**config.mk**
```make
export PLATFORM = sky130hd
export DESIGN_NAME = fetch_seq
export DESIGN_NICKNAME = d
export VERILOG_FILES = /design/src/rtl/fetch_seq.sv
export SDC_FILE = /design/constraint.sdc
export NUM_CORES = 1
export LEC_CHECK = 0
export CAP_MARGIN = 0
export CORE_MARGIN = 4
export CORE_UTILIZATION = 47
export DETAILED_ROUTE_END_ITERATION = 10
export PLACE_DENSITY = 0.83
export RECOVER_POWER = 50
export SYNTH_ARGS = -nofsm -noshare
export SYNTH_HDL_FRONTEND = slang
export SYNTH_SLANG_ARGS = --single-unit
```
**constraint.sdc**
```tcl
create_clock -name clk -period 2.45 [get_ports clk]
set_input_delay 0.49 -clock clk [delete_from_list [all_inputs] [get_ports clk]]
set_output_delay 0.49 -clock clk [all_outputs]
set_load 0.05 [all_outputs]
```
**src/rtl/fetch_seq.sv**
```systemverilog
// Instruction-fetch sequencer: owns the PC, issues one imem request at a time,
// hands instructions to decode and applies execute redirects. Optional FETCH_SEQ_PERF_EN adds perf counters.
module fetch_seq #(
    parameter logic [31:0] RESET_VEC = 32'h0000_0000,
    parameter logic [31:0] TRAP_VEC  = 32'h0000_0100
) (
    input  logic        clk,
    input  logic        reset_n,
    output logic        imem_req,
    output logic [31:0] imem_addr,
    input  logic        imem_ack,
    input  logic [31:0] imem_rdata,
    output logic        inst_valid,
    output logic [31:0] inst,
    output logic [31:0] inst_pc,
    input  logic        inst_ready,
    input  logic        redirect_valid,
    input  logic [31:0] redirect_target,
    output logic        trap,
    output logic [31:0] trap_pc,
    output logic [31:0] pc
`ifdef FETCH_SEQ_PERF_EN
    ,
    output logic [31:0] perf_fetched,
    output logic [31:0] perf_stall
`endif
);

    typedef enum logic [1:0] {BOOT, REQ, HOLD, KILL} state_t;

    state_t      state;
    logic        misaligned;
    logic [31:0] redir_pc;

    assign misaligned = (redirect_target[1:0] != 2'b00);
    assign redir_pc   = misaligned ? TRAP_VEC : redirect_target;

    assign imem_req   = (state == REQ);
    assign inst_valid = (state == HOLD);

    always_ff @(posedge clk or negedge reset_n) begin
        if (!reset_n) begin
            state     <= BOOT;
            pc        <= RESET_VEC;
            imem_addr <= RESET_VEC;
            inst      <= '0;
            inst_pc   <= '0;
            trap      <= 1'b0;
            trap_pc   <= '0;
        end else begin
            trap <= redirect_valid && misaligned;
            if (redirect_valid) begin
                pc <= redir_pc;
                if (misaligned) trap_pc <= redirect_target;
                // An unacked request must drain in KILL; its address stays on imem_addr.
                case (state)
                    REQ: begin
                        if (imem_ack) imem_addr <= redir_pc;
                        else          state     <= KILL;
                    end
                    KILL: begin
                        if (imem_ack) begin
                            state     <= REQ;
                            imem_addr <= redir_pc;
                        end
                    end
                    default: begin
                        state     <= REQ;
                        imem_addr <= redir_pc;
                    end
                endcase
            end else begin
                case (state)
                    BOOT: begin
                        state     <= REQ;
                        imem_addr <= pc;
                    end
                    REQ: begin
                        if (imem_ack) begin
                            inst    <= imem_rdata;
                            inst_pc <= pc;
                            pc      <= pc + 32'd4;
                            state   <= HOLD;
                        end
                    end
                    HOLD: begin
                        if (inst_ready) begin
                            state     <= REQ;
                            imem_addr <= pc;
                        end
                    end
                    KILL: begin
                        if (imem_ack) begin
                            state     <= REQ;
                            imem_addr <= pc;
                        end
                    end
                    default: state <= BOOT;
                endcase
            end
        end
    end

`ifdef FETCH_SEQ_PERF_EN
    always_ff @(posedge clk or negedge reset_n) begin
        if (!reset_n) begin
            perf_fetched <= '0;
            perf_stall   <= '0;
        end else begin
            if (inst_valid && inst_ready && !redirect_valid)
                perf_fetched <= perf_fetched + 32'd1;
            if ((state == REQ || state == KILL) && !imem_ack)
                perf_stall <= perf_stall + 32'd1;
        end
    end
`endif

endmodule

```
==> results.py <==
metrics = {
    "yosys": {
        "synth_xor_area_frac": 0.01331,
        "synth_edf_count": 0,
        "yosysWarningCount": 0,
        "synth_fa_ha_area_frac": 0.008642,
        "ys.flop_type": "dfrtp_1",
        "synth_top_family_by_area": "multiplexers",
        "synth-simple-area-share": 0.1284,
        "synth_mux_area_frac": 0.1564,
        "ys_seq_area_frac": 0.5634,
        "synth-compound-area-share": 0.09540,
        "synth_nets": 681,
        "avgSynthCellArea_sq_um": 11.93,
        "syn_area_sq_um": 7239,
        "ys_ff_latch": 163,
        "synthCells": 607,
        "synth.distinct_cells": 59,
        "synth-async-reset-ratio": 1.000,
    },
    "die": {
        "pin_count": 232,
        "dieArea_sq_um": 17450,
        "core-area_sq_um": 15150,
        "start_util": 0.4780,
        "rows": 45,
        "die_w_microns": 132.1,
        "chipHeight_microns": 132.1,
    },
    "sta": {
        "finalWorstSetupSlack_ns": 0.09556,
        "fmax_mhz": 424.7,
        "hold_slack_ns": 0.4213,
        "rsz0062_at_grt": "false",
        "maxSlewHeadroom": -0.004801,
        "finalSetupTns_ns": 0,
        "hold_violations": 0,
        "tightest_slew_ns": 1.507,
        "min_period_ns": 2.354,
        "period_share": 0.9610,
        "drv_slew": 59,
        "skew_ns": 0.007791,
        "finalSetupViolCount": 0,
    },
    "setup_path": {
        "path_class": "flop to primary output",
        "crit_path_max_fanout": 9,
        "cp-end-kind": "primary output",
        "path_delay_family": "buffers and inverters",
        "slowest_delay_ns": 0.90,
        "crit_buf_inv": 1,
        "arrival_ns": 1.86,
        "crit_path_top_delay_cell": "clkdlybuf4s50_1",
        "crit_chain": "clkdlybuf4s50_1",
        "cp.depth": 1,
        "cp_data_required_time_ns": 1.96,
        "setup.worst_path.start_class": "flop",
        "worstRegToRegCells": 6,
    },
    "power_and_ir_drop": {
        "ir_drop_uv": 703.6,
        "leakagePower_nw": 4.361,
        "power-per-cell-area_nw_per_um2": 1214,
    },
    "clock_tree": {
        "cts_tree": "built",
        "clock_latency_ns": 0.42,
        "cts.sinks": 163,
        "htreeDepth": 4,
        "cts-root-buf": "clkbuf_16",
        "clock_path_buffers": 2,
        "ctsHoldBuffers": 0,
        "cts_inserted_buffers": 17,
        "clk_pin_slew_ns": 0.06,
    },
    "placed_design": {
        "placed_cell_area_sq_um": 9877,
        "dp_hpwl_microns": 15240,
        "post-place-ws_ns": 0.1450,
        "port_buffers": 231,
        "gp_congestion": 0.8624,
    },
    "finish": {
        "final_layout_size_suffix_gt1_frac": 0.1865,
        "mostFrequentLayoutCell": "clkdlybuf4s50_1",
        "fillCellCount": 1073,
        "nets": 920,
        "mostFrequentLayoutCells": "clkdlybuf4s50_1, dfrtp_1, mux2_2, nand2_1, o21ai_0",
        "insertedDiodeCount": 0,
        "areaGrowthSynthToFinish_pct": 42.67,
        "post-route-cell-area_sq_um": 10330,
    },
    "detailed_routing": {
        "wl_microns": 20550,
        "first_pass_iters": 6,
        "num_vias": 5846,
        "antenna_left": 0,
        "wl_per_cell_microns": 19.65,
        "drcViolationCount": 0,
        "drtIter0Drc": 358,
        "avgViaCountPerCell": 5.589,
    },
    "run_status": {
        "status": "finished with violations",
        "violations": "capacitance limit, slew limit",
    },
    "grt": {
        "grt-ovfl-total": 0,
        "antenna_found_initial": 0,
        "first_global_vias": 6199,
        "grt_usage": 0.2406,
        "grt_pass1_wl_microns": 33520,
        "grt_max_degree": 64,
    },
    "job": {
        "maxCapViolCount": 1,
    },
    "min_path": {
        "hp-class": "input port to async pin",
    },
}
[what timing repair did]
item	4_1_cts	5_1_grt
pin swaps	0	0
buffers inserted	0	0
setup endpoints to repair	1	2
gates resized for setup	1	2
[metrics by stage]
stage | utilization | power [W] | instances
2_1_floorplan | - | 0.007947 | 607
3_3_place_gp | 0.6521 | 0.01011 | 1015
3_5_place_dp | 0.6521 | 0.01028 | 1015
4_1_cts | 0.6869 | 0.01272 | 1046
5_1_grt | 0.6820 | 0.01311 | 1046
6_report | 0.6820 | 0.01254 | 1046
[sequential cells by signal, summed over array words and instances, names as in the netlist]
register,flops
state,2
trap_pc,32
pc,32
trap,1
inst,32
inst_pc,32
imem_addr,32
[cell families after synthesis]
kind of cell,Yosys count
fa+ha+maj,5
buf+inv,49
simple gates,167
mux,101
flops,163
compound gates,111
xor+xnor,11
[path summary, 6_finish.rpt]
check / slack [ns] / startpoint / endpoint
worst max-delay path: 0.1 / pc[14] / pc[14]
min in group clk: 0.48 / imem_addr[16] / imem_addr[16]
worst min-delay path: 0.42 / reset_n / inst[5]
max in group asynchronous: 0.63 / reset_n / pc[14]
worst max register to register: 0.20 / state[0] / imem_addr[24]
worst min register to register: 0.48 / imem_addr[16] / imem_addr[16]
[area by class of cell]
| class | instances | area (sq um) | share of cell area |
|---|---|---|---|
| Clock buffer | 21 | 440.4 | 0.04264 |
| Clock inverter | 10 | 87.58 | 0.008480 |
| Inverter | 11 | 41.29 | 0.003998 |
| Multi-Input combinational cell | 395 | 2939 | 0.2846 |
| Sequential cell | 163 | 4079 | 0.3949 |
| Tap cell | 188 | 235.2 | 0.02277 |
| Timing Repair Buffer | 258 | 2506 | 0.2426 |
[where the power goes]
part	switching, W	total, W	internal [W]
combinational	0.00403	0.00614	0.00210
sequential	0.000515	0.00399	0.00347
clock	0.00103	0.00241	0.00138
total	0.00558	0.0125	0.00696
[layer usage]
layer	GRT usage	vias up	routed length [microns]
met1	0.3040	2893	8387
met3	0.07748	29	1647
met5	0	-	0
met2	0.3997	273	10160
li1	-	2651	-
met4	0.06768	0	354
[synthesized netlist by cell type (5+ instances only)]
cell / n / share of area
dfrtp_1: 163 / 0.56
mux2_2: 93 / 0.14
nand2_1: 73 / 0.038
o21ai_0: 29 / 0.020
a21oi_1: 25 / 0.017
nor2_1: 21 / 0.011
clkbuf_1: 19 / 0.0099
nand3_1: 14 / 0.0097
o21ai_1: 13 / 0.0090
inv_1: 10 / 0.0052
nand4_1: 10 / 0.0086
a22oi_1: 9 / 0.0093
a221oi_1: 8 / 0.0097
buf_2: 7 / 0.0048
nor3_1: 7 / 0.0048
buf_6: 6 / 0.0093
xnor2_1: 6 / 0.0073
and3_1: 5 / 0.0043
and4_1: 5 / 0.0060
ha_1: 5 / 0.0086
nor4_2: 5 / 0.0086
xor2_1: 5 / 0.0060
(Power assumes the default switching activity.)
